--- src/rtl/sar_pkg.sv ---
// Shared SAR definitions: phase encodings seen on the StateP bus and default sizing.
// Used by the conversion controller and the SAR timer/inverter stage.
package sar_pkg;

  typedef logic [1:0] sar_phase_t;

  localparam logic [1:0] SAR_IDLE    = 2'b00;
  localparam logic [1:0] SAR_SAMPLE  = 2'b01;
  localparam logic [1:0] SAR_CONVERT = 2'b10;
  localparam logic [1:0] SAR_DONE    = 2'b11;

  localparam int SAR_DATA_DEFAULT          = 8;
  localparam int SAR_SAMPLE_CYCLES_DEFAULT = 4;

endpackage

--- src/rtl/sar_conversion_controller_if.sv ---
// Handshake/data bundle between the SAR conversion controller (slave) and its user
// (master): request/abort/comparator in, phase, trial code and result out.
interface sar_conversion_controller_if
  import sar_pkg::*;
#(
  parameter int DATA = SAR_DATA_DEFAULT
);

  logic            Start;
  logic            Abort;
  logic            CompIn;
  logic [1:0]      StateP;
  logic [DATA-1:0] SAROut;
  logic [DATA-1:0] Result;
  logic            Busy;
  logic            Done;

  modport master (
    output Start, Abort, CompIn,
    input  StateP, SAROut, Result, Busy, Done
  );

  modport slave (
    input  Start, Abort, CompIn,
    output StateP, SAROut, Result, Busy, Done
  );

endinterface

--- src/rtl/sar_successive_reg.sv ---
// Successive-approximation register: holds the trial code and the bit pointer.
// Controls: clear (code/pointer to 0), load_msb (start a pass), decide (resolve one bit).
module sar_successive_reg
  import sar_pkg::*;
#(
  parameter int DATA = SAR_DATA_DEFAULT
) (
  input  logic            clk,
  input  logic            rst,
  input  logic            clear,
  input  logic            load_msb,
  input  logic            decide,
  input  logic            comp_in,
  output logic [DATA-1:0] code,
  output logic [DATA-1:0] resolved,
  output logic            at_lsb
);

  localparam int PW = $clog2(DATA);

  logic [PW-1:0]   ptr;
  logic [DATA-1:0] next_code;

  // Comparator high means the trial overshoots, so the bit under test is dropped.
  always_comb begin
    resolved      = code;
    resolved[ptr] = ~comp_in;
  end

  always_comb begin
    next_code = resolved;
    if (ptr != '0) next_code[ptr - 1'b1] = 1'b1;
  end

  assign at_lsb = (ptr == '0);

  always_ff @(posedge clk or posedge rst) begin
    if (rst) begin
      code <= '0;
      ptr  <= '0;
    end else if (clear) begin
      code <= '0;
      ptr  <= '0;
    end else if (load_msb) begin
      code <= {1'b1, {(DATA-1){1'b0}}};
      ptr  <= PW'(DATA - 1);
    end else if (decide) begin
      code <= next_code;
      if (ptr != '0) ptr <= ptr - 1'b1;
    end
  end

endmodule

--- src/rtl/sar_conversion_controller.sv ---
// SAR conversion controller: phase FSM, sample counter and result register.
// Define SAR_AVG2_EN to run two SAMPLE+CONVERT passes per Start and report their average.
module sar_conversion_controller
  import sar_pkg::*;
#(
  parameter int DATA          = SAR_DATA_DEFAULT,
  parameter int SAMPLE_CYCLES = SAR_SAMPLE_CYCLES_DEFAULT
) (
  input logic                        ClockT,
  input logic                        Reset,
  sar_conversion_controller_if.slave bus
);

  localparam int            CW          = (SAMPLE_CYCLES > 1) ? $clog2(SAMPLE_CYCLES) : 1;
  localparam logic [CW-1:0] SAMPLE_LOAD = CW'(SAMPLE_CYCLES - 1);

  sar_phase_t      phase;
  sar_phase_t      next_phase;
  logic [CW-1:0]   sample_cnt;
  logic [DATA-1:0] result;
  logic            done;
  logic            busy;
  logic            sar_clear;
  logic            sar_load;
  logic            sar_decide;
  logic            at_lsb;
  logic [DATA-1:0] sar_code;
  logic [DATA-1:0] resolved;
  logic [DATA-1:0] final_code;
  logic            start_conv;
  logic            pass_end;
  logic            finish;
  logic            restart;

  sar_successive_reg #(.DATA(DATA)) u_sar (
    .clk      (ClockT),
    .rst      (Reset),
    .clear    (sar_clear),
    .load_msb (sar_load),
    .decide   (sar_decide),
    .comp_in  (bus.CompIn),
    .code     (sar_code),
    .resolved (resolved),
    .at_lsb   (at_lsb)
  );

  assign start_conv = (phase == SAR_IDLE) && bus.Start;
  assign pass_end   = (phase == SAR_CONVERT) && !bus.Abort && at_lsb;

`ifdef SAR_AVG2_EN
  logic            second_pass;
  logic [DATA-1:0] first_code;
  logic [DATA:0]   code_sum;

  assign code_sum   = {1'b0, first_code} + {1'b0, resolved};
  assign final_code = DATA'(code_sum >> 1);
  assign finish     = pass_end && second_pass;
  assign restart    = pass_end && !second_pass;

  // Any return to IDLE (finish or abort) forgets the first pass.
  always_ff @(posedge ClockT or posedge Reset) begin
    if (Reset) begin
      second_pass <= 1'b0;
      first_code  <= '0;
    end else if (restart) begin
      second_pass <= 1'b1;
      first_code  <= resolved;
    end else if (next_phase == SAR_IDLE) begin
      second_pass <= 1'b0;
    end
  end
`else
  assign final_code = resolved;
  assign finish     = pass_end;
  assign restart    = 1'b0;
`endif

  always_comb begin
    next_phase = phase;
    sar_clear  = 1'b0;
    sar_load   = 1'b0;
    sar_decide = 1'b0;
    case (phase)
      SAR_IDLE: begin
        if (bus.Start) next_phase = SAR_SAMPLE;
      end
      SAR_SAMPLE: begin
        if (bus.Abort) begin
          next_phase = SAR_IDLE;
          sar_clear  = 1'b1;
        end else if (sample_cnt == '0) begin
          next_phase = SAR_CONVERT;
          sar_load   = 1'b1;
        end
      end
      SAR_CONVERT: begin
        if (bus.Abort) begin
          next_phase = SAR_IDLE;
          sar_clear  = 1'b1;
        end else if (restart) begin
          next_phase = SAR_SAMPLE;
          sar_clear  = 1'b1;
        end else begin
          sar_decide = 1'b1;
          if (finish) next_phase = SAR_DONE;
        end
      end
      SAR_DONE: begin
        next_phase = SAR_IDLE;
        sar_clear  = 1'b1;
      end
      default: begin
        next_phase = SAR_IDLE;
        sar_clear  = 1'b1;
      end
    endcase
  end

  always_ff @(posedge ClockT or posedge Reset) begin
    if (Reset) begin
      phase      <= SAR_IDLE;
      sample_cnt <= '0;
      result     <= '0;
      done       <= 1'b0;
      busy       <= 1'b0;
    end else begin
      phase <= next_phase;
      busy  <= (next_phase != SAR_IDLE);
      done  <= finish;
      if (start_conv || restart) sample_cnt <= SAMPLE_LOAD;
      else if (phase == SAR_SAMPLE && sample_cnt != '0) sample_cnt <= sample_cnt - 1'b1;
      if (finish) result <= final_code;
    end
  end

  assign bus.StateP = phase;
  assign bus.SAROut = sar_code;
  assign bus.Result = result;
  assign bus.Busy   = busy;
  assign bus.Done   = done;

endmodule

--- src/flat_wrapper.sv ---
// flat-port wrapper written by rule: the top's interface ports become plain ports
module sar_conversion_controller_flat import sar_pkg::*;
#(
  parameter int DATA          = SAR_DATA_DEFAULT,
  parameter int SAMPLE_CYCLES = SAR_SAMPLE_CYCLES_DEFAULT
)
  (ClockT, Reset, bus_Start, bus_Abort, bus_CompIn, bus_StateP, bus_SAROut, bus_Result, bus_Busy, bus_Done);
  sar_conversion_controller_if #(.DATA(DATA)) bus_i ();
  input logic ClockT;
  input logic Reset;
  input wire logic [$bits(bus_i.Start)-1:0] bus_Start;
  input wire logic [$bits(bus_i.Abort)-1:0] bus_Abort;
  input wire logic [$bits(bus_i.CompIn)-1:0] bus_CompIn;
  output wire logic [$bits(bus_i.StateP)-1:0] bus_StateP;
  output wire logic [$bits(bus_i.SAROut)-1:0] bus_SAROut;
  output wire logic [$bits(bus_i.Result)-1:0] bus_Result;
  output wire logic [$bits(bus_i.Busy)-1:0] bus_Busy;
  output wire logic [$bits(bus_i.Done)-1:0] bus_Done;
  assign bus_i.Start = bus_Start;
  assign bus_i.Abort = bus_Abort;
  assign bus_i.CompIn = bus_CompIn;
  assign bus_StateP = bus_i.StateP;
  assign bus_SAROut = bus_i.SAROut;
  assign bus_Result = bus_i.Result;
  assign bus_Busy = bus_i.Busy;
  assign bus_Done = bus_i.Done;
  sar_conversion_controller #(.DATA(DATA), .SAMPLE_CYCLES(SAMPLE_CYCLES)) u_core (.ClockT(ClockT), .Reset(Reset), .bus(bus_i));
endmodule
--- config.mk ---
export PLATFORM = sky130hd
export DESIGN_NAME = sar_conversion_controller_flat
export DESIGN_NICKNAME = d
export VERILOG_FILES = /design/src/rtl/sar_pkg.sv /design/src/rtl/sar_conversion_controller_if.sv /design/src/rtl/sar_successive_reg.sv /design/src/rtl/sar_conversion_controller.sv /design/src/flat_wrapper.sv
export SDC_FILE = /design/constraint.sdc
export NUM_CORES = 1
export LEC_CHECK = 0
export BUFFER_PORTS_ARGS = -buffer_cell sky130_fd_sc_hd__buf_2
export CAP_MARGIN = 40
export CELL_PAD_IN_SITES_DETAIL_PLACEMENT = 1
export CELL_PAD_IN_SITES_GLOBAL_PLACEMENT = 1
export CORE_AREA = 3 3 63 65
export DETAILED_ROUTE_END_ITERATION = 6
export DIE_AREA = 0 0 66 68
export PLACE_DENSITY = 0.77
export SLEW_MARGIN = 20
export SYNTH_ARGS = -nofsm -noshare
export SYNTH_HDL_FRONTEND = slang
export SYNTH_HIERARCHICAL = 1
export SYNTH_SLANG_ARGS = --single-unit
--- constraint.sdc ---
create_clock -name ClockT -period 3.6 [get_ports ClockT]
set_clock_uncertainty 0.1 [all_clocks]
set_input_delay 0.18 -clock ClockT [delete_from_list [all_inputs] [get_ports ClockT]]
set_output_delay 0.18 -clock ClockT [all_outputs]
set_load 0.05 [all_outputs]
==> results of run 1 <==
flip-flops by register name (all words and copies together), names as in the netlist:
name and count:
u_core/bus.Done 1, u_core/sample_cnt 2, u_core/bus.Result 8, u_core/u_sar/ptr 3
u_core/u_sar/code 8, u_core/bus.StateP 2, u_core/bus.Busy 1
layout make-up:
cell class,instances,area [µm²],area share
inverter,19,71.3,0.0405
multi-input combinational,108,842,0.478
clock inverter,1,7.51,0.00426
clock buffer,3,22.5,0.0128
tap,46,57.6,0.0327
sequential,25,626,0.355
timing repair buffer,26,135,0.0767
what timing repair did:
action	4_1_cts	5_1_grt
setup buffers	0	0
hold buffers	1	0
hold endpoints to repair	25	0
how the worst min path moves through the flow:
stage | startpoint | endpoint | slack [ns] | cells after the start
floorplan | Reset | u_core/u_sar/code[0] | -0.07 | 1
global placement | Reset | u_core/u_sar/code[4] | 0.12 | 2
detailed placement | Reset | u_core/u_sar/code[4] | 0.12 | 2
CTS | bus_Start | u_core/sample_cnt[0] | 0.008 | 3
global route | bus_Start | u_core/sample_cnt[0] | 0.02 | 3
finish | bus_Start | u_core/sample_cnt[0] | 0.02 | 3
placed cells by master, fill, tap and decap left out, drive strengths merged, types with 3 or more instances in the layout:
cell type,n
nor2,9
ha,8
a211oi,3
dfrtp,25
nand2,15
o21ai,4
mux2,9
buf,25
o221ai,4
nor3b,5
nor2b,3
inv,19
clkbuf,3
o211ai,4
a21oi,7
nor3,5
or3,4
mux2i,6
through the flow:
step / cells / utilization / power, mW
floorplan: 159 / - / 0.929
global placement: 222 / 0.506 / 1.04
detailed placement: 223 / 0.508 / 1.08
CTS: 228 / 0.520 / 1.22
global route: 228 / 0.520 / 1.31
finish: 228 / 0.520 / 1.21
metal layers:
layer,share of wire,GRT usage
met5,0,0
met4,0.0061,0.0457
met3,0.031,0.0312
met2,0.48,0.293
met1,0.49,0.269
where the power goes:
part	internal, mW	total (mW)	switching, mW
sequential	0.340	0.428	0.0890
clock	0.0424	0.133	0.0907
combinational	0.225	0.648	0.423
total	0.607	1.21	0.603
cells by family (layout without fill, tap and decap cells):
kind of cell,count (synthesis),after routing
xor gates and xnor gates,1,1
AOI/OAI and AO/OA,31,31
and+or+nand+nor,53,53
adders and majority gates,8,8
buffers and inverters,26,49
DFF,25,25
muxes,15,15
worst max-delay path, cell delays in order, from the launching register on:
cell and delay, ns:
dfrtp_1 0.46, inv_1 0.12, ha_1 0.31, a21oi_1 0.14, nor2_1 0.15, or3b_1 0.54, or3_1 0.37, o211ai_1 0.18
==> key figures, run 1 <==
Global routing
  • First-pass GRT wire length: 6390 µm
  • Vias in the first global route: 1240
  • Antenna violations before repair: 0
  • GR Overflow Total: 0
  • Largest net degree at the start of global routing: 20
  • All-layer global routing usage: 0.186

Yosys
  • Compound-Gate Fraction of Synth Area: 0.145
  • Synth cell types: 43
  • Synth Register Bits: 25
  • Post-Syn Instances: 159
  • Synth warn: 6
  • Top cell type's share of synthesized area: 0.397
  • Syn Nets: 172
  • Mux cell area share after synthesis: 0.122
  • Dominant cells by area after synthesis: dfrtp_1 (40%), mux2_4 (7.6%), ha_1 (6.4%)
  • Synthesized area: 1580 µm²
  • Register area share after synthesis: 0.397
  • Synth Area in Adders: 0.0635
  • Top cells by count, synth: dfrtp_1 (25), inv_1 (19), nand2_1 (14)
  • Avg Synthesized Cell Area: 9.91 µm²
  • Top FF cell, synth: dfrtp_1
  • Main combinational cell family by area after synthesis: simple AND/OR/NAND/NOR gates
  • Leading area contributor after synthesis: dfrtp_1
  • Async set or reset register ratio after synthesis: 1.00
  • Post-synth EDFFs: 0
  • Post-synthesis xor/xnor area fraction: 0.00556
  • Post-Synth Simple-Gate Area: 0.199
  • Most common cell in the netlist: dfrtp_1

Clock network
  • H-tree depth: 1
  • Root buffer cell: clkbuf_4
  • Worst-skew pair later-pin latency: 0.33 ns
  • CTS tree: done
  • Clk sink count: 25
  • CTS resizes: 0
  • CTS clk-pin slew, worst paths: 0.15 ns
  • CTS Buffer Depth: 2
  • Total CTS buffers: 3

Timing
  • Max Clock Freq: 410 MHz
  • Setup_tns: 0 ns
  • Hold Violations, Final: 0
  • Slew @ Worst Pin: 0.620 ns
  • Crit path time final: 2.44 ns
  • Final Cycle Share: 0.677
  • Min Hold Slack: 0.0172 ns
  • Final worst setup slack: 1.16 ns
  • RSZ-0062 raised after global routing: no
  • Relative slew margins: 0.581
  • Setup violations, final: 0
  • Slew Viols, Final: 0

Drt
  • Initial DRC count: 84
  • Final ANT Viol Nets: 0
  • WL final: 3750 µm
  • Vias after detailed routing: 1253
  • Number of remaining DRC errors: 0
  • Drt first pass iters: 4
  • WL/cell: 16.4 µm
  • Via density: 5.50

Setup path
  • Req. time, crit path: 3.75 ns
  • Startpoint Class: register
  • Worst-path fanout max: 8
  • Worst R2R End: u_core/u_sar/code[3]
  • Setup CP Type: reg -> reg
  • Reg-to-reg slack, setup: 1.16 ns
  • Critical path endpoint category: register
  • Worst setup startpoint: u_core/bus.StateP[0]
  • Reg2Reg Depth: 7
  • Crit path to: u_core/u_sar/code[3]
  • Reg2reg start: u_core/bus.StateP[0]
  • Worst Path Arrival: 2.59 ns

Final layout
  • Final net count: 196
  • Fin area: 1760 µm²
  • FILL cells: 390
  • Area growth syn-to-layout: 11.8%
  • Share of cells above drive strength 1: 0.247
  • N_diodes: 0

Die
  • Total die area: 4490 µm²
  • Rows: 21
  • Ports: 25
  • Die X: 66 µm
  • Starting density of the core: 0.465
  • Placeable Area: 3390 µm²
  • Die height: 68 µm

Hold path
  • Type of the worst min-delay path: in -> reg

Placed design
  • Setup WS pre-CTS: 1.20 ns
  • I/O Buffers: 24
  • Placement Cell Area: 1720 µm²
  • DP HPWL: 2830 µm
  • Placer congestion estimate: 0.819

Power and ir drop
  • Leakage power: 0.939 nW
  • Power Density: 686 nW/µm²
  • Worst-case vdd ir drop: 0.420 mV

Flow run
  • Max-Cap Viols: 0

Outcome
  • Status: complete, no violations
(Power assumes the default switching activity.)
==> inputs of run 2 (changes only) <==
--- a/config.mk
+++ b/config.mk
@@ -9,10 +9,10 @@
 export CAP_MARGIN = 40
 export CELL_PAD_IN_SITES_DETAIL_PLACEMENT = 1
 export CELL_PAD_IN_SITES_GLOBAL_PLACEMENT = 1
-export CORE_AREA = 3 3 63 65
+export CORE_AREA = 3 3 68 70
 export DETAILED_ROUTE_END_ITERATION = 6
-export DIE_AREA = 0 0 66 68
-export PLACE_DENSITY = 0.77
+export DIE_AREA = 0 0 71 73
+export PLACE_DENSITY = 0.69
 export SLEW_MARGIN = 20
 export SYNTH_ARGS = -nofsm -noshare
 export SYNTH_HDL_FRONTEND = slang
==> constraint.sdc (replaced) <==
create_clock -name ClockT -period 2.2 [get_ports ClockT]
set_clock_uncertainty 0.1 [all_clocks]
set_input_delay 0.11 -clock ClockT [delete_from_list [all_inputs] [get_ports ClockT]]
set_output_delay 0.11 -clock ClockT [all_outputs]
set_load 0.05 [all_outputs]
==> key figures, run 2 (synthesis gave the netlist of run 1 again) <==
Drt
  • WL final: 4150 µm (+11%)
  • Vias after detailed routing: 1311 (+4.6%)
  • Drt first pass iters: 6 (+2)
  • WL/cell: 17.1 µm (+4.4%)
  • Final ANT Viol Nets: 0 (unchanged)
  • Via density: 5.42 (-1.4%)
  • Initial DRC count: 43 (-49%)
  • Number of remaining DRC errors: 0 (unchanged)

Global routing
  • Vias in the first global route: 1476 (+19%)
  • First-pass GRT wire length: 7180 µm (+12%)
  • Met3 usage: 0.0207 (-0.0105)
  • Antenna violations before repair: 0 (unchanged)
  • All-layer global routing usage: 0.172 (-0.0143)
  • M1 GR Usage: 0.227 (-0.0419)
  • GRT busiest layer: met2
  • Met2 layer usage reported by global route: 0.306 (+0.0130)
  • GR Overflow Total: 0 (unchanged)
  • Largest net degree at the start of global routing: 18 (-10%)

Clock network
  • CTS clk-pin slew, worst paths: 0.10 ns (-0.05 ns)
  • CTS tree: done
  • Clk sink count: 25 (unchanged)
  • Worst-skew pair later-pin latency: 0.27 ns (-0.06 ns)
  • CTS Buffer Depth: 2 (unchanged)
  • H-tree depth: 1 (unchanged)
  • Total CTS buffers: 3 (unchanged)
  • Root buffer cell: clkbuf_8

Setup path
  • Critical path endpoint category: register
  • Crit path largest cell delay: 0.47 ns (-0.07 ns)
  • CP Cell Sequence: inv_4 > ha_4 > a21oi_2 > nor2_2 > or3b_4 > or3_1 > o211ai_1
  • Startpoint Class: register
  • Worst setup startpoint: u_core/bus.StateP[1]
  • Reg2Reg Depth: 7 (unchanged)
  • Setup CP Type: reg -> reg
  • Slowest-stage cell, CP: dfrtp_2
  • Reg2reg start: u_core/bus.StateP[1]
  • Req. time, crit path: 2.29 ns (-1.46 ns)
  • Worst-path fanout max: 5 (-3)
  • Worst R2R End: u_core/u_sar/code[3]
  • Worst path top cell family by delay: simple AND/OR/NAND/NOR gates
  • Worst Path Arrival: 2.17 ns (-0.42 ns)
  • Reg-to-reg slack, setup: 0.12 ns (-1.04 ns)
  • Crit path buffers/inverters: 1 (unchanged)

Placed design
  • DP HPWL: 3110 µm (+9.8%)
  • I/O Buffers: 24 (unchanged)
  • Placement Cell Area: 1800 µm² (+4.6%)
  • Placer congestion estimate: 0.828 (+1.1%)

Power and ir drop
  • Internal Power: 1.14 mW (+87%)
  • NetSw: 1.04 mW (+73%)
  • Power Density: 1140 nW/µm² (+67%)
  • Worst-case vdd ir drop: 0.497 mV (+18%)
  • Leakage power: 1.00 nW (+6.5%)
  • Sw Share: 0.478 (-0.0205)
  • Clock Power Share: 0.134 (+0.024)
  • Comb pwr share: 0.564 (+0.028)
  • Seq pwr share: 0.303 (-0.051)

Final layout
  • Final net count: 206 (+5.1%)
  • Most common cell after layout, fill and taps aside: buf_2
  • Share of cells above drive strength 1: 0.339 (+0.0913)
  • N_diodes: 0 (unchanged)
  • Fin area: 1900 µm² (+8.1%)
  • Most frequent cells in the layout: buf_2 (24), dfrtp_1 (23), inv_1 (17)
  • Area growth syn-to-layout: 20.9%

Hold path
  • Hold_sp: bus_Abort
  • Hold Crit Depth: 4 (+1)
  • Type of the worst min-delay path: in -> reg
  • Min-Delay Endpoint: u_core/u_sar/ptr[2]

Die
  • Placeable Area: 4030 µm² (+19%)
  • Rows: 23 (+9.5%)
  • Die height: 73 µm (+7.4%)
  • Total die area: 5180 µm² (+15%)
  • Ports: 25 (unchanged)
  • Die X: 71 µm (+7.6%)
  • Starting density of the core: 0.391 (-0.0738)

Timing
  • Crit path time final: 2.08 ns (-0.360 ns)
  • Hold Violations, Final: 0 (unchanged)
  • Final Cycle Share: 0.945 (+0.267)
  • Relative slew margins: 0.578 (-0.00319)
  • Setup_tns: 0 ns (unchanged)
  • Slew Viols, Final: 0 (unchanged)
  • Slew @ Worst Pin: 0.633 ns (+0.0126 ns)
  • Setup violations, final: 0 (unchanged)
  • Max Clock Freq: 481 MHz (+17%)

Outcome
  • Status: complete, no violations

Flow run
  • Max-Cap Viols: 0 (unchanged)
==> run 2: changes by cell type in the layout (fill, tap and decap cells not counted), sizes merged <==
cell,delta
dlygate4sd3,+1
buf,+9
==> run 2: repair_timing <==
| action | CTS | global route |
|---|---|---|
| setup buffers | 0 | 2 |
| endpoints found under the setup margin | 0 | 7 |
| hold buffers | 2 | 0 |
| resized for setup | 0 | 7 |
| endpoints found under the hold margin | 26 | 0 |
==> run 2: cell type report <==
class / instances / area, µm²
clock buffer: 3 / 41.3
clock inverter: 1 / 7.51
fill: 472 / 2120
inverter: 19 / 76.3
multi-input combinational: 108 / 873
sequential: 25 / 628
tap: 50 / 62.6
timing repair buffer: 36 / 215
==> run 2: power groups by stage <==
stage	logic (mW)	clock network, mW	registers (mW)
3_3_place_gp	1.17	0	0.655
4_1_cts	1.21	0.302	0.655
5_1_grt	1.35	0.331	0.679
6_report	1.23	0.291	0.659
3_5_place_dp	1.20	0	0.664
2_1_floorplan	0.728	0	0.818
==> run 2: metal layers <==
layer	wire length [µm]	up-vias
met5	0	-
met4	19	0
met3	105	2
met2	2150	26
met1	1880	661
li1	-	622
==> run 2: worst reg2reg max path: stages, from the launching register on <==
cell	delay (ns)
dfrtp_2	0.47
inv_4	0.09
ha_4	0.20
a21oi_2	0.14
nor2_2	0.08
or3b_4	0.39
or3_1	0.32
o211ai_1	0.21
==> run 2: worst max-delay path by stage <==
stage,endpoint,depth (start not counted)
after floorplan,u_core/u_sar/code[2],9
after global placement,u_core/u_sar/code[2],6
after detailed placement,u_core/u_sar/code[2],6
after CTS,u_core/u_sar/code[3],6
after global routing,u_core/u_sar/code[3],6
final,u_core/u_sar/code[3],7
==> run 2: metrics by stage <==
stage                     hold WS [ns]  cells  setup WS [ns]   util  power (mW)
after floorplan                 -0.138    159        -0.0725      -        1.55
after global placement          0.0624    234          0.160  0.447        1.83
after detailed placement        0.0618    234         0.0654  0.447        1.87
after CTS                        0.214    240         0.0218  0.464        2.17
after global routing             0.227    242     -0.0000293  0.473        2.36
final                            0.225    242          0.121  0.473        2.18
